<file path="src/rtl/nios2_avalon_st_arb_pkg.sv">
// -----------------------------------------------------------------------------
// nios2_avalon_st_arb_pkg
// Shared types and helpers for the Avalon-ST FIFO write-side arbiter.
//   arb_state_e  : arbiter FSM states (IDLE between grants, BURST while owned)
//   clog2        : ceiling log2, usable in parameter/port width expressions
//   GRANT_WIDTH  : grant index width for the default four-source build
// -----------------------------------------------------------------------------
package nios2_avalon_st_arb_pkg;

  typedef enum logic {
    IDLE  = 1'b0,
    BURST = 1'b1
  } arb_state_e;

  function automatic int clog2(input int value);
    int result;
    int rem;
    result = 0;
    rem    = value - 1;
    while (rem > 0) begin
      result++;
      rem = rem >> 1;
    end
    return result;
  endfunction

  localparam int DEFAULT_NUM_REQ = 4;
  localparam int GRANT_WIDTH     = clog2(DEFAULT_NUM_REQ);

endpackage

</file>
<file path="src/rtl/nios2_avalon_st_rr_picker.sv">
// -----------------------------------------------------------------------------
// nios2_avalon_st_rr_picker
// Combinational round-robin priority search. The search starts one past
// rr_ptr and wraps, so the index held in rr_ptr (the previous owner) has
// the lowest priority.
//   req     in  NUM_REQ  request vector
//   rr_ptr  in  GW       index of the most recent owner
//   winner  out GW       first requesting index after rr_ptr (0 when none)
//   any_req out 1        at least one request bit is set
// -----------------------------------------------------------------------------
module nios2_avalon_st_rr_picker
  import nios2_avalon_st_arb_pkg::*;
#(
  parameter int NUM_REQ = DEFAULT_NUM_REQ,
  parameter int GW      = clog2(NUM_REQ)
) (
  input  logic [NUM_REQ-1:0] req,
  input  logic [GW-1:0]      rr_ptr,
  output logic [GW-1:0]      winner,
  output logic               any_req
);

  // (base + offset) mod NUM_REQ, done in int so non-power-of-two counts wrap.
  function automatic logic [GW-1:0] next_index(input logic [GW-1:0] base,
                                               input int offset);
    int sum;
    sum = int'(base) + offset;
    return GW'(sum % NUM_REQ);
  endfunction

  logic [GW-1:0] cand;

  // NOTE: every output of a combinational block gets a default before any
  // branch; a path that leaves one unassigned would infer a latch.
  always_comb begin
    winner  = '0;
    any_req = 1'b0;
    cand    = '0;
    for (int k = 1; k <= NUM_REQ; k++) begin
      cand = next_index(rr_ptr, k);
      if (!any_req && req[cand]) begin
        winner  = cand;
        any_req = 1'b1;
      end
    end
  end

endmodule

</file>
<file path="src/rtl/nios2_avalon_st_fifo_arbiter.sv">
// -----------------------------------------------------------------------------
// nios2_avalon_st_fifo_arbiter
// Round-robin, burst-limited arbiter sharing the write port of the Avalon-ST
// timing-adapter FIFO between NUM_REQ sources. A grant is only issued below
// the high watermark; the owner then streams straight through (zero latency)
// until its burst limit, it goes idle, or the FIFO nears full.
//   clk, reset            clock, synchronous active-high reset
//   req_valid/req_data    per-source stream in (source i at [i*DATA_WIDTH +:])
//   req_ready             per-source ready, only the owner's bit can be high
//   fifo_valid/fifo_data  to FIFO in_valid / in_data
//   fifo_ready            from FIFO in_ready
//   fill_level            from FIFO fill_level (0..16)
//   grant                 index of the current owner
//   busy                  high while a burst is in progress
// -----------------------------------------------------------------------------
module nios2_avalon_st_fifo_arbiter
  import nios2_avalon_st_arb_pkg::*;
#(
  parameter int NUM_REQ        = 4,
  parameter int DATA_WIDTH     = 42,
  parameter int FILL_WIDTH     = 5,
  parameter int HIGH_WATERMARK = 14,
  parameter int MAX_BURST      = 8
) (
  input  logic                          clk,
  input  logic                          reset,
  input  logic [NUM_REQ-1:0]            req_valid,
  input  logic [NUM_REQ*DATA_WIDTH-1:0] req_data,
  output logic [NUM_REQ-1:0]            req_ready,
  output logic                          fifo_valid,
  output logic [DATA_WIDTH-1:0]         fifo_data,
  input  logic                          fifo_ready,
  input  logic [FILL_WIDTH-1:0]         fill_level,
  output logic [clog2(NUM_REQ)-1:0]     grant,
  output logic                          busy
);

  localparam int GW = clog2(NUM_REQ);
  localparam int CW = clog2(MAX_BURST + 1);
  localparam int LW = FILL_WIDTH + 1;

  localparam logic [LW-1:0] HWM      = LW'(HIGH_WATERMARK);
  localparam logic [CW-1:0] MAXB     = CW'(MAX_BURST);
  localparam logic [GW-1:0] LAST_REQ = GW'(NUM_REQ - 1);

  arb_state_e    state_q, state_d;
  logic [GW-1:0] rr_ptr_q, rr_ptr_d;
  logic [GW-1:0] grant_q, grant_d;
  logic [CW-1:0] beat_cnt_q, beat_cnt_d;

  logic [LW-1:0] fill_ext, fill_inc;
  logic [CW-1:0] beat_cnt_inc;
  logic          below_hwm, owner_valid, beat, exit_burst;
  logic [GW-1:0] winner;
  logic          any_req;

  // One extra bit so fill_level+1 cannot wrap and full (16) compares high.
  assign fill_ext     = {1'b0, fill_level};
  assign fill_inc     = fill_ext + LW'(1);
  assign below_hwm    = fill_ext < HWM;
  assign beat_cnt_inc = beat_cnt_q + CW'(1);
  assign owner_valid  = req_valid[grant_q];

  nios2_avalon_st_rr_picker #(
    .NUM_REQ (NUM_REQ),
    .GW      (GW)
  ) u_picker (
    .req     (req_valid),
    .rr_ptr  (rr_ptr_q),
    .winner  (winner),
    .any_req (any_req)
  );

  // Zero-latency passthrough from the owner; handshakes are held off while
  // reset is high so a reset cycle can never complete a beat.
  always_comb begin
    req_ready  = '0;
    fifo_valid = 1'b0;
    fifo_data  = '0;
    if (state_q == BURST) begin
      fifo_data = req_data[grant_q*DATA_WIDTH +: DATA_WIDTH];
      if (!reset) begin
        fifo_valid         = owner_valid;
        req_ready[grant_q] = fifo_ready;
      end
    end
  end

  assign beat = fifo_valid && fifo_ready;

  always_comb begin
    state_d    = state_q;
    rr_ptr_d   = rr_ptr_q;
    grant_d    = grant_q;
    beat_cnt_d = beat_cnt_q;
    exit_burst = 1'b0;
    unique case (state_q)
      IDLE: begin
        if (any_req && below_hwm) begin
          state_d    = BURST;
          grant_d    = winner;
          rr_ptr_d   = winner;
          beat_cnt_d = '0;
        end
      end
      BURST: begin
        if (beat) begin
          beat_cnt_d = beat_cnt_inc;
        end
        // Burst limit, owner idle, last beat reaching the watermark, or a
        // stall against a FIFO that is already at the watermark.
        exit_burst = (beat && (beat_cnt_inc == MAXB))
                   || !owner_valid
                   || (beat && (fill_inc >= HWM))
                   || (!fifo_ready && !below_hwm);
        if (exit_burst) begin
          state_d = IDLE;
        end
      end
      default: state_d = IDLE;
    endcase
  end

  // NOTE: state registers use non-blocking assignments so every flop samples
  // the pre-edge values regardless of process evaluation order.
  always_ff @(posedge clk) begin
    if (reset) begin
      state_q    <= IDLE;
      rr_ptr_q   <= LAST_REQ;
      grant_q    <= '0;
      beat_cnt_q <= '0;
    end else begin
      state_q    <= state_d;
      rr_ptr_q   <= rr_ptr_d;
      grant_q    <= grant_d;
      beat_cnt_q <= beat_cnt_d;
    end
  end

  assign grant = grant_q;
  assign busy  = (state_q == BURST);

endmodule
</file>
<file path="config.mk">
export PLATFORM = sky130hd
export DESIGN_NAME = nios2_avalon_st_fifo_arbiter
export DESIGN_NICKNAME = d
export VERILOG_FILES = /design/src/rtl/nios2_avalon_st_arb_pkg.sv /design/src/rtl/nios2_avalon_st_rr_picker.sv /design/src/rtl/nios2_avalon_st_fifo_arbiter.sv
export SDC_FILE = /design/constraint.sdc
export NUM_CORES = 1
export LEC_CHECK = 0
export CORE_AREA = 2 2 90 92
export CTS_CLUSTER_SIZE = 24
export DETAILED_ROUTE_END_ITERATION = 8
export DIE_AREA = 0 0 92 94
export PLACE_DENSITY = 0.83
export SETUP_SLACK_MARGIN = 0.05
export SLEW_MARGIN = 20
export SYNTH_ARGS = -nofsm -noshare
export SYNTH_HDL_FRONTEND = slang
export SYNTH_HIERARCHICAL = 1
export SYNTH_SLANG_ARGS = --single-unit
</file>
<file path="constraint.sdc">
create_clock -name clk -period 3.55 [get_ports clk]
set_input_delay 0.355 -clock clk [delete_from_list [all_inputs] [get_ports clk]]
set_output_delay 0.355 -clock clk [all_outputs]
set_load 0.005 [all_outputs]
</file>
==> summary by stage, run 1 <==
Run status
The flow ran to the end, and the final reports show no timing, DRC or antenna violations.

Synth
The instance count of the mapped netlist is about 190. The sequential share of the synthesized area is 0.0882. The cell area that synthesis handed to floorplanning was between 2000 and 2500 um^2.

Synthesis produced a netlist with a net count of between 300 and 400. The proportion of register bits with asynchronous set or reset after synthesis is 0. The most used flip-flop cell after synthesis is sky130_fd_sc_hd__dfxtp_1. The synthesized netlist contains 36 unique library cells. The number of synthesized register bits is 9. Yosys printed 6 warnings. A synthesized cell averages 10.9 um^2. In this run, synthesis inferred 0 flip-flops with an integrated enable.

Placement
The count of input and output buffers is ~230. The final weighted congestion of routability-driven global placement is ~0.88. The post-placement cell area is 4390 um^2. Detailed placement ended at an HPWL of ~8.3 mm.

Timing
The final hold slack is approximately 550 ps. The headroom to the max-slew limit is 0.530. Setup violations remaining at the end of the flow were counted as 0. The worst clock skew on the final layout is around 0.69 ps. The accumulated negative setup slack is 0 ps. Static timing analysis puts the maximum clock frequency at about 370 MHz.

Setup repair after global routing left no endpoint under its margin. The final-report hold violation count is 0. Of the available clock period, the critical path in the final layout requires 0.758. The routed design could run at a clock period as short as around 2700 ps. The final max-slew violation count is 0. At the pin with the least slew margin, the transition time is between 700 and 800 ps.

Worst setup path
Of all nets on the critical path, the largest fanout is 27. The startpoint of the worst-slack reg-to-reg timing path is busy. The arrival time at the worst endpoint is ~2300 ps. The kind of launch point of the worst setup path is a flip-flop. The reg-to-reg critical path endpoint is beat_cnt_q[2].

Measured in cells, the most critical reg-to-reg path has a length of 5. The required time at the endpoint of the critical path is between 3000 and 4000 ps. The type of element capturing the critical path is an output port. The setup path with the least slack is of type flip-flop to output port. The setup slack of the worst register-to-register path is 1670 ps.

Hold path
The end of the worst hold path is beat_cnt_q[2]. The number of cells traversed by the worst hold path is 2. In this run the most critical hold path is launched from beat_cnt_q[2]. The path category of the worst min-delay check is flip-flop to flip-flop.

Global routing
The first-pass GRT wire length is 14.2 mm. The leftover overflow at the end of global routing is 0. For met1 alone, demand over resource in global routing was 0.258. Entering global routing, the biggest net connects 28 pins. The total routing resource utilization after global routing is 0.213.

The number of antenna violations at the first check in global routing is 1. For this run, global-route usage on met3 was measured as 0.0506. The met2 track demand over resource in global routing is 0.382. The number of global-route vias before repair is roughly 2,600. In this run the most used layer during global routing was met2.

Power
Power comes to just over 0.0007 W. For this design the static power due to leakage is 1.57 nW. The power per cell area is ~160 nW/um^2. The worst-case vdd ir drop is between 150 and 200 uV.

Drt
The total via count after detailed routing is approximately 2,500. After detailed routing, the average wire length per cell comes to about 19 um. The first routing iteration left between 50 and 60 violations. Once detail routing completed, the nets flagged for antenna violations numbered 0. The count of TritonRoute iterations in the first routing pass is 4. Summed over all layers, the routed wires come to slightly below 10 mm.

The DRC violation count after routing is 0. Dividing the detail-routed via count by the number of cells gives ~5.0.

Clocking
For this design, the sink count on the clock tree is 9. The maximum buffer depth of the clock tree is 2. The number of gates resized after CTS was 0. The post-CTS clock slew at the launch and capture registers of the worst setup and hold paths is 50 ps.

The number of hold buffers added after CTS was 0. The number of setup buffers added after CTS is 0. Buffers inserted during clock tree synthesis total 3.

The number of H-tree branching levels is 1. The clock reaches the later pin of the worst-skew pair after between 200 and 250 ps. The root buffer cell chosen for the clock tree is sky130_fd_sc_hd__clkbuf_8. The clock tree from TritonCTS is done.

Run
Across the run, the number of max-cap violations was 0.

Die
The floorplan step defined a die boundary enclosing just under 9000 um^2. The I/O pin count is 230. From bottom edge to top edge, the die measures around 94 um. For this configuration, the core starts out at a cell density of 0.269. After floorplanning, the core was divided into 32 placement rows. The overall die width is approximately 90 um. In this run the standard cell core region covers around 7600 um^2.

Cells and area
The summed area of non-filler cells in the final layout is about 4400 um^2. Of the cells placed in the final design, the portion with a size suffix greater than 1 is 0.122. The layout overhead on the synthesized area is 117%. The number of nets in the finished design is a little under 600. The total of fill cells in the finished design is between 600 and 700. Once layout is complete, the utilization of the core stands at 0.584.
==> cells in the mapped netlist, types with 2 or more instances <==
master	count	area share
sky130_fd_sc_hd__a21boi_0	2	0.0073
sky130_fd_sc_hd__a21oi_1	7	0.017
sky130_fd_sc_hd__a31oi_1	5	0.015
sky130_fd_sc_hd__and2_1	45	0.14
sky130_fd_sc_hd__and3_1	2	0.0061
sky130_fd_sc_hd__and3b_1	2	0.0086
sky130_fd_sc_hd__buf_12	3	0.029
sky130_fd_sc_hd__buf_2	5	0.012
sky130_fd_sc_hd__clkbuf_1	6	0.011
sky130_fd_sc_hd__dfxtp_1	9	0.088
sky130_fd_sc_hd__ha_1	4	0.024
sky130_fd_sc_hd__inv_1	3	0.0055
sky130_fd_sc_hd__mux4_1	4	0.051
sky130_fd_sc_hd__mux4_2	39	0.43
sky130_fd_sc_hd__nand2_1	11	0.020
sky130_fd_sc_hd__nand2b_1	6	0.018
sky130_fd_sc_hd__nand3_1	3	0.0073
sky130_fd_sc_hd__nor2_1	5	0.0092
sky130_fd_sc_hd__nor2b_1	6	0.018
sky130_fd_sc_hd__o21ai_0	5	0.012
==> worst max-delay path by stage <==
stage	cells past startpoint	endpoint	start	slack, ps
after floorplan	4	fifo_data[13]	grant[0]	1750
after global placement	4	fifo_data[2]	grant[0]	1070
after detailed placement	4	fifo_data[13]	grant[0]	1060
after CTS	4	fifo_data[2]	grant[0]	800
after global routing	4	fifo_data[13]	grant[0]	710
final	4	fifo_data[2]	grant[0]	860
==> flip-flops by register name, summed over array words and instances, names as in the netlist <==
register and count:
busy 1, grant 2, beat_cnt_q 4, rr_ptr_q 2
==> critical path: stages, from the launching register on <==
cell and delay (ps):
sky130_fd_sc_hd__dfxtp_4 640, sky130_fd_sc_hd__buf_12 270, sky130_fd_sc_hd__mux4_1 580, sky130_fd_sc_hd__and2_1 170, sky130_fd_sc_hd__clkdlybuf4s50_1 440
==> routing by layer <==
layer | part of all wire | vias to the layer above
li1 | - | 1187
met1 | 0.39 | 1221
met2 | 0.52 | 119
met3 | 0.071 | 18
met4 | 0.025 | 0
met5 | 0 | -
==> power breakdown <==
| group | internal, W | switching, W | leakage, nW |
|---|---|---|---|
| logic | 0.000344 | 0.000119 | 1.48 |
| registers | 0.000107 | 0.0000245 | 0.0747 |
| clock network | 0.0000783 | 0.0000413 | 0.0228 |
| total | 0.000529 | 0.000184 | 1.57 |
==> cells in the final DEF (no fill, tap or decap), types with 4 or more instances in the layout <==
cell type                           n
sky130_fd_sc_hd__nor2_1             5
sky130_fd_sc_hd__nand2b_1           6
sky130_fd_sc_hd__clkdlybuf4s50_1  229
sky130_fd_sc_hd__a31oi_1            5
sky130_fd_sc_hd__ha_1               4
sky130_fd_sc_hd__nor2b_1            6
sky130_fd_sc_hd__mux4_2            39
sky130_fd_sc_hd__and2_1            45
sky130_fd_sc_hd__mux4_1             4
sky130_fd_sc_hd__nand2_1           11
sky130_fd_sc_hd__dfxtp_1            7
sky130_fd_sc_hd__a21oi_1            7
sky130_fd_sc_hd__o21ai_0            5
==> logic make-up after synthesis <==
group                      synth area share
adders and majority gates            0.0245
and+or+nand+nor                       0.249
AOI/OAI and AO/OA                    0.0839
muxes                                 0.486
xor gates and xnor gates            0.00429
buffers and inverters                0.0637
DFF                                  0.0882
==> through the flow <==
| stage | worst slack, ps | instances |
|---|---|---|
| after floorplan | 1750 | 188 |
| after global placement | 1070 | 508 |
| after global routing | 710 | 512 |
| after CTS | 804 | 512 |
| final | 858 | 513 |
| after detailed placement | 1060 | 508 |
==> final cells by class <==
type                            instances  area [um^2]  share of cell area
Timing Repair Buffer                  233         2330               0.526
Multi-Input combinational cell        161         1730               0.390
Sequential cell                         9          185              0.0417
Tap cell                              102          128              0.0287
Clock buffer                            4         45.0              0.0101
Inverter                                3         11.3             0.00254
Antenna cell                            1         2.50            0.000564
(Power assumes the default switching activity.)
==> run 2: changes to the inputs <==
Settings changed: CORE_AREA 2 2 90 92 to default, CORE_MARGIN from default to 2, CORE_UTILIZATION from default to 26, DIE_AREA 0 0 92 94 to default, PLACE_DENSITY 0.83 to 0.84.
Clock period 3.55 ns to 2.31 ns, I/O delays scaled along.
==> run 2 against run 1 <==
First-iteration DRC count rose by 22%. Clock power rose by 55%. Cell count is 1.9% higher. Via count rose by 2.6%. Combinational power increased by 69%. Critical path depth stayed put. Core utilization rose by 1.7 points. Cell area up 3.9%. Sequential power rose by 36%. Flip-flop and latch count stayed put. Count of clock-buffer cells in the layout shrank 1. Wire length is 3.1% higher.
==> summary by stage, run 2 (synthesis gave the netlist of run 1 again) <==
Timing
The transition time at the pin with the least slew margin came to 422 ps (was 704 ps). The worst clock skew on the final layout is 0.892 ps (was 0.694 ps). For this run, the top clock speed supported by timing is between 400 and 500 MHz.

The final max-slew violation count is 0 (unchanged). The final setup violation count is 0 (unchanged). The headroom to the max-slew limit came to 0.717 (was 0.530). The accumulated negative setup slack is 0 ps (unchanged).

Setup repair after global routing missed its margin: yes (was no). The post-route clock period utilization is 0.972. The worst path in the final design needs a cycle of between 2000 and 2500 ps, including I/O delays and setup.

The final-report hold violation count is 0 (unchanged).

Worst setup path
The depth of the worst register-to-register path came to 6 (was 5). The startpoint of the worst-slack reg-to-reg timing path was grant[0] (was busy). The capturing instance or port of the critical path is fifo_data[13] (was fifo_data[2]). The required time at the endpoint of the critical path came to 2080 ps (was 3190 ps). The reg-to-reg critical path endpoint is busy (was beat_cnt_q[2]). The arrival time at the worst endpoint is 2010 ps (was 2340 ps). The setup slack of the worst register-to-register path came to 500 ps (was 1670 ps).

The largest fanout on the critical path is 10 (was 27). The start point of the critical path is grant[0] (unchanged). The kind of launch point of the worst setup path is a flip-flop (unchanged). The critical setup path kind is flip-flop to output port (unchanged). The type of element capturing the critical path is an output port (unchanged).

Drt
The count of TritonRoute iterations in the first routing pass was 4 (unchanged). The total via count after detailed routing is 2,611 (was 2,545). The count of antenna-violating nets left after detailed routing is 0 (unchanged). The routed wire length is 10.1 mm (was 9.82 mm). The DRC violation count after routing is 0 (unchanged). The wire length per cell after detailed routing is 19.3 um (was 19.1 um). The routed via count divided by cell count came to 4.99 (was 4.96). The number of violations reported at the end of detailed-routing iteration 0 is 66 (was 54).

Die
The number of core rows is 32 (unchanged). The placeable core region was 7690 um^2 (was 7610 um^2). The I/O pin count is 230 (unchanged). The vertical extent of the die came to 92.7 um (was 94 um). The overall die width is 92.7 um (was 92 um).

The area of the die came to 8580 um^2 (was 8650 um^2). The initial core utilization is 0.266 (was 0.269).

Cells and area
The total of fill cells in the finished design is 652 (was 650). The flip-flop count of the largest register after layout is 4 (unchanged). The filler-free cell count of the finished design is 523 (was 513). The most common library cell in the layout ignoring fill and taps is sky130_fd_sc_hd__clkdlybuf4s50_1 (unchanged). The number of nets in the finished design is 606 (was 595). The register containing the most flip-flops in the final layout is beat_cnt_q (unchanged). The fraction of layout instances using a drive strength above 1 is 0.147 (was 0.122). The area of the multi-input gates was 1730 um^2 (unchanged). The post-layout utilization of the core is 0.600 (was 0.584). The antenna cell count is 0 (was 1).

The combined flip-flop and latch cell area is 185 um^2 (unchanged). Top library cells by usage in the layout, fill and taps aside: sky130_fd_sc_hd__clkdlybuf4s50_1 (226), sky130_fd_sc_hd__and2_1 (45), sky130_fd_sc_hd__mux4_2 (39), sky130_fd_sc_hd__nand2_1 (11), sky130_fd_sc_hd__buf_4 (9) (was sky130_fd_sc_hd__clkdlybuf4s50_1 (229), sky130_fd_sc_hd__and2_1 (45), sky130_fd_sc_hd__mux4_2 (39), sky130_fd_sc_hd__nand2_1 (11)). The layout overhead on the synthesized area was 126% (was 117%).

Run
The reported max-cap violation count was 0 (unchanged).

Clocking
The clock root buffer is sky130_fd_sc_hd__clkbuf_8 (unchanged). The CTS buffer count is 3 (unchanged). The post-cts hold buffer count is 0 (unchanged). The clock tree from TritonCTS is done (unchanged).

The source-to-sink clock delay at the later pin of the worst-skew pair is 230 ps (about the same). The number of H-tree branching levels is 1 (unchanged). The post-CTS clock slew at the launch and capture registers of the worst setup and hold paths is 50 ps (about the same).

The maximum buffer depth of the clock tree is 2 (unchanged). The clock sink total came to 9 (unchanged).

Global routing
The maximum number of pins on one net before global-route repair is 36 (was 28). The number of antenna violations at the first check in global routing came to 0 (was 1). The number of global-route vias before repair is 2,598 (was 2,609). The first-pass GRT wire length came to 14.1 mm (was 14.2 mm). The leftover overflow at the end of global routing is 0 (unchanged).

The total routing resource utilization after global routing is 0.213 (about the same).

Placement
The final weighted congestion of routability-driven global placement is 0.809 (was 0.883). The count of input and output buffers is 229 (unchanged). The placed instance count is 512 (was 508). The estimated wirelength of the detail-placed design is 8.23 mm (was 8.30 mm).

Power
The net load switching power came to 0.000299 W (was 0.000184 W). The relative contribution of combinational cells to total power came to 0.682 (was 0.648). The internal portion of total power is 0.000846 W (was 0.000529 W). The power per cell area is 248 nW/um^2 (was 161 nW/um^2). The worst-case vdd ir drop is 203 uV (was 181 uV). The switching portion of total power came to 0.261 (was 0.259). The relative contribution of the clock network to total power is 0.162 (was 0.168). The leakage power summed over all cells is 1.71 nW (was 1.57 nW). The relative contribution of sequential cells to total power came to 0.156 (was 0.184).

Run status
Outcome: complete, no violations (unchanged).

Hold path
The path category of the worst min-delay check is flip-flop to flip-flop (unchanged).
-- run 2: changes by cell type in the layout (fill, tap and decap cells not counted), sizes merged --
cell           before  now
buf                 4   12
clkbuf              4    6
clkdlybuf4s50     229  226
clkinv              0    1
diode               1    0
dlymetal6s2s        0    3
-- run 2: critical path: stages (launching register included) --
cell and delay (ps):
sky130_fd_sc_hd__dfxtp_4 440, sky130_fd_sc_hd__buf_12 170, sky130_fd_sc_hd__mux4_1 550, sky130_fd_sc_hd__and2_1 170, sky130_fd_sc_hd__clkdlybuf4s50_1 450
-- run 2: worst min-delay path by stage --
stage,depth (start not counted),endpoint,slack [ps],from
4_1_cts,2,beat_cnt_q[2],550,beat_cnt_q[2]
6_report,2,beat_cnt_q[2],550,beat_cnt_q[2]
5_1_grt,2,beat_cnt_q[2],570,beat_cnt_q[2]
3_3_place_gp,2,rr_ptr_q[0],530,rr_ptr_q[0]
2_1_floorplan,3,rr_ptr_q[0],470,fill_level[4]
3_5_place_dp,2,beat_cnt_q[2],540,beat_cnt_q[2]
-- run 2: per-layer routing --
| layer | part of all wire | up-vias | track usage | wire, um |
|---|---|---|---|---|
| met3 | 0.074 | 17 | 0.0472 | 745 |
| met1 | 0.36 | 1274 | 0.238 | 3630 |
| li1 | - | 1207 | - | - |
| met5 | 0 | - | 0 | 0 |
| met2 | 0.54 | 113 | 0.405 | 5510 |
| met4 | 0.023 | 0 | 0.0600 | 231 |
-- run 2: power by group through the flow --
stage               logic, W  registers (W)  clock network (W)
floorplan           0.000301       0.000177                  0
global placement    0.000736       0.000177                  0
detailed placement  0.000755       0.000177                  0
CTS                 0.000763       0.000175           0.000186
global route        0.000832       0.000179           0.000194
finish              0.000782       0.000178           0.000186
-- run 2: cell type report --
cell class              instances  area share
multi-input cells             161       0.376
well taps                     102      0.0277
flip-flops and latches          9      0.0401
inverters                       3     0.00244
clock buffers                   3     0.00895
repair buffers                244       0.544
clock inverters                 1     0.00108
-- run 2: timing repair --
item,CTS,global route
gates cloned,0,3
buffers inserted,1,3
gates resized for setup,1,3
endpoints found under the setup margin,3,22
-- run 2: metrics by stage --
stage | hold WS (ps) | instance area, um^2 | power [W] | setup slack [ps]
after floorplan | 471 | 2040 | 0.000478 | 637
final | 550 | 4610 | 0.00115 | 64.2
after global routing | 566 | 4610 | 0.00121 | 6.10
after CTS | 547 | 4510 | 0.00112 | 23.4
after detailed placement | 538 | 4450 | 0.000932 | 181
after global placement | 529 | 4450 | 0.000913 | 217
==> run 3: changes to the inputs <==
Settings changed: ABC_CLOCK_PERIOD_IN_PS from default to 2310, SLEW_MARGIN 20 to 40.
==> results of run 3 <==
Final layout, timing and power as in run 2 (identical DEF).
==> RTL edit 1 (settings of run 1) <==
Change the parameter `MAX_BURST` from 8 to 4.
--- a/src/rtl/nios2_avalon_st_fifo_arbiter.sv
+++ b/src/rtl/nios2_avalon_st_fifo_arbiter.sv
@@ -22,3 +22,3 @@
   parameter int HIGH_WATERMARK = 14,
-  parameter int MAX_BURST      = 8
+  parameter int MAX_BURST      = 4
 ) (
Function: changed (Yosys sat finds a counterexample within 10 cycles, from zero or initial values and one cycle with reset high).
==> RTL edit 1 against run 1 <==
  * Setup slack better by 0.037 ns
  * Final cell count shrank 3.5%
  * Non-clock buffer count shrank 1
  * Total power is 3.4% higher
  * Sequential cell count is 1 lower
  * Sequential share of layout area decreased by 0.34 points
  * Cell area fell by 2.8%
  * Routed wire length fell by 5.6%
  * Worst hold slack got worse by 0.075 ns
  * Area after synthesis fell by 5.8%
==> RTL edit 1: results (changes against run 1) <==
- Met3 global-route usage: 3.692% (-1.4 points)
* Number of antenna violations at the first check in global routing: 0 (-1)
- Worst clock skew on the final layout: 0.0008863 ns (+0.0001925 ns)
- The net count after synthesis was 358 (-3.8%).
- Per-instance average area after synthesis: 11.07 um2 (+1.8%)
* Met2 usage in global routing: 37.56% (-0.67 points)
- The number of combinational gates with multiple inputs came to 144 (-11%).
- The clock tree cell share of total cell area was 1.044% (+0.029 points).
- The share of the final layout cell area in multi-input gates is 37.52% (-1.5 points).
* Routed wire length: 9.263 mm (-5.6%)
- The number of optimization iterations in the first detailed-route pass came to 6 (+2).
- Vias per Instance: 4.927 (-0.68%)
- Non-CTS inverters: 5 (+2)
- The met1 layer usage reported by global route came to 22.45% (-3.3 points).
- Met1 layer wirelength in the final routing: 3.461 mm (-8.8%)
- Arithmetic-cell share of the synthesized area counting full adders, half adders and majority gates: 2.599% (+0.15 points)
- Placed Cells incl. Taps: 491 (-3.3%)
- Final-layout worst hold slack: 0.4778 ns (-0.07469 ns)
* Vias in the first global route: 2495 (-4.4%)
* Layout buffering overhead excluding clock cells: 54.22% (+1.6 points)
- The switching part of the total power came to 26.27% (+0.41 points).
* Worst setup slack for register-to-register paths: 1.78 ns (+0.11 ns)
* Yosys reg bits: 8 (-1)
- Least-Margin Pin Slew: 0.6522 ns (-0.05139 ns)
* Result of the run: completed
* Last weighted congestion value of the routability-driven placer: 0.8274 (-6.3%)
* VDD IR max: 0.2339 mV (+29%)
- The area growth from synthesis to layout is 124.1%.
- The average wire per cell in the routed design is 18.71 um (-2.2%).
* Final net count: 578 (-2.9%)
- Met2 routed wirelength: 4.925 mm (-3.0%)
- Compound-cell area share of the yosys netlist: 8.057% (-0.33 points)
* Top post-synthesis cells by area: sky130_fd_sc_hd__mux4_2 50%, sky130_fd_sc_hd__and2_1 14%, sky130_fd_sc_hd__dfxtp_1 8.3%
* Share of synthesized area spent on multiplexers: 50.81% (+2.2 points)
* Count of non-CTS buffers in the layout: 232 (-0.43%)
## RTL edit 1: cell count changes after synthesis, sizes merged, moves of 3 or more
cell	delta
nor2b	-6
nand2b	-3
o21ai	-3
a21oi	+3
and2	-3
## RTL edit 1: per-stage QoR
| step | power [mW] | worst slack [ns] |
|---|---|---|
| after floorplan | 0.3189 | 1.797 |
| final | 0.7374 | 0.8954 |
| after CTS | 0.7419 | 0.8503 |
| after global routing | 0.7792 | 0.7571 |
| after detailed placement | 0.6254 | 1.097 |
| after global placement | 0.6153 | 1.114 |
## RTL edit 1: power groups by stage
stage	clock, mW	combinational (mW)	sequential [mW]
final	0.116	0.496	0.126
after global routing	0.119	0.530	0.130
after CTS	0.115	0.499	0.127
after detailed placement	0	0.497	0.129
after global placement	0	0.488	0.127
after floorplan	0	0.215	0.104
==> RTL edit 2 (config.mk and constraints of run 1) <==
Without the edit above. Reset style: asynchronous (`reset`), changed in one clocked block. Comments in the files are not updated.
--- a/src/rtl/nios2_avalon_st_fifo_arbiter.sv
+++ b/src/rtl/nios2_avalon_st_fifo_arbiter.sv
@@ -125,3 +125,3 @@
   // the pre-edge values regardless of process evaluation order.
-  always_ff @(posedge clk) begin
+  always_ff @(posedge clk or posedge reset) begin
     if (reset) begin
Check against the original RTL: differs if reset is asserted again (counterexample within 4 cycles, from zero or initial values and one cycle with reset high); with reset held inactive, the same outputs for 4 cycles.
==> RTL edit 2 against run 1 <==
  * Fmax fell by 8.2%
  * Highest routed layer is now met5
  * Global-route usage shrank 1.1 points
  * Setup slack lost 0.24 ns
  * Routed wire length fell by 4.5%
  * Area after synthesis fell by 1.5%
  * Sequential cell count stayed put
  * Final cell count is 2.9% lower
  * Cell area fell by 0.45%
  * Critical path type unchanged
Power is left out: it rests on default switching activity, and per cell area and clock period it moved more than threefold.
==> RTL edit 2: results (changes against run 1) <==
- The run finished with clean final reports.
* Aggregate global-route resource usage: 20.20% (-1.1 points)
* HPWL reported at the end of detailed placement: 7.748 mm (-6.6%)
- Number of buffers on the longest clock path: 2 (unchanged)
- The synthesis warning total came to 6 (unchanged).
- Drt first pass iters: 4 (unchanged)
- The highest net fanout along the worst path was 49 (+81%).
* Sequential share of the synthesized area: 11.32% (+2.5 points)
- Last weighted congestion value of the routability-driven placer: 0.7800 (-12%)
- The number of nets in the final layout was 580 (-2.5%).
- The net count after synthesis is 359 (-3.5%).
- The via count of the first global-routing pass was 2588 (-0.80%).
- The fraction of synthesis flops using an asynchronous set or reset pin is 100.0% (+100 points).
- The clock edge transition at the registers on the reported setup and hold paths is 0.05 ns (about the same).
- DR WL/cell: 18.82 um (-1.6%)
* Post-cts resize count: 0 (unchanged)
- The setup clock skew after layout is 0.004266 ns (+0.003573 ns).
- Clock tree synthesis selected as its root buffer the cell sky130_fd_sc_hd__clkbuf_8.
- Synth cell count leaders: 43 x sky130_fd_sc_hd__and2_1, 43 x sky130_fd_sc_hd__mux4_2, 9 x sky130_fd_sc_hd__nand3_1
* Ratio of cells with drive above 1 in the final layout: 15.19% (+3.0 points)
* Latest clock arrival within the worst-skew pair: 0.24 ns
- Class of the tightest hold or removal check: in2async
- The H-tree level count came to 1 (unchanged).
* Number of DRC violations after detailed-routing iteration 0: 84 (+56%)
* Setup repair bufs after CTS: 0 (unchanged)
- Register with the highest flop count: beat_cnt_q
* Number of buffer cells added on primary ports: 229 (unchanged)
* Maximum number of pins on one net before global-route repair: 50 (+79%)
- The relative slew slack came to 41.03% (-12 points).
* Predominant post-synthesis flop cell: sky130_fd_sc_hd__dfrtp_1
* Global-route wire length before repair: 13.59 mm (-4.4%)
- In the post-synthesis netlist, the biggest area contributors are sky130_fd_sc_hd__mux4_2 48%, sky130_fd_sc_hd__and2_1 13%, sky130_fd_sc_hd__dfrtp_1 8.7%.
- Arrival time of data at the critical path endpoint: 2.58 ns (+0.24 ns)
* Number of antenna violations at the first check in global routing: 2 (+1)
* Library cells used by synthesis: 36 (unchanged)
- The average via count per standard cell is 4.960 (about the same).
* Number of buffers created by CTS: 3 (unchanged)
- Largest register FFs: 4 (unchanged)
[RTL edit 2: changes by cell type after synthesis, sizes merged, moves of 3 or more]
cell,run 1,this run
nand3,3,9
o21ai,5,2
a31oi,5,2
mux2,0,4
dfrtp,0,7
nand2,11,7
nand2b,6,3
dfxtp,9,0
a21oi,8,3
nor2b,6,1
[RTL edit 2: cell type report]
| class | count | area, um2 |
|---|---|---|
| Sequential cell | 9 | 232.7 |
| Fill cell | 654 | 3188 |
| Antenna cell | 1 | 2.502 |
| Timing Repair Buffer | 231 | 2320 |
| Tap cell | 102 | 127.6 |
| Clock buffer | 4 | 45.04 |
| Multi-Input combinational cell | 146 | 1673 |
| Inverter | 5 | 18.77 |
[RTL edit 2: per-stage QoR]
step                cells  hold slack [ns]  area, um2  setup slack (ns)
finish                498           0.4387       4419            0.6182
global route          497           0.4963       4417            0.4776
CTS                   497           0.4443       4417            0.5415
detailed placement    493           0.5125       4372            0.8127
global placement      493           0.5102       4372            0.8317
floorplan             175           0.1950       2012             1.768
[RTL edit 2: cell families after synthesis]
family	count (synthesis)	share of synthesized area [%]
xor+xnor	2	0.8708
mux	50	51.87
fa+ha+maj	4	2.488
simple gates	76	22.70
flops	9	11.32
buf+inv	20	5.534
compound gates	14	5.224
[RTL edit 2: worst paths after layout]
kind / from / end / slack [ns] / cells past startpoint
min: reset / beat_cnt_q[0] / 0.44 / 2
min reg2reg: beat_cnt_q[2] / beat_cnt_q[2] / 0.55 / 1
max in group asynchronous: reset / grant[0] / 2.78 / 2
min in group clk: beat_cnt_q[2] / beat_cnt_q[2] / 0.55 / 1
max: grant[0] / fifo_valid / 0.62 / 3
max reg2reg: grant[0] / beat_cnt_q[2] / 1.33 / 4
[RTL edit 2: critical path: stages, from the launching register on]
cell and delay (ns):
sky130_fd_sc_hd__dfrtp_4 1.00, sky130_fd_sc_hd__mux4_2 0.67, sky130_fd_sc_hd__and3_1 0.22, sky130_fd_sc_hd__clkdlybuf4s50_1 0.44
[RTL edit 2: layer usage]
layer | share of wire [%] | routed length [um] | vias to the layer above | global-route usage [%]
li1 | - | - | 1135 | -
met1 | 36 | 3336 | 1179 | 22.53
met2 | 54 | 5035 | 137 | 38.05
met3 | 9.0 | 842 | 17 | 5.538
met4 | 1.5 | 142 | 2 | 4.851
met5 | 0.17 | 16 | - | 0
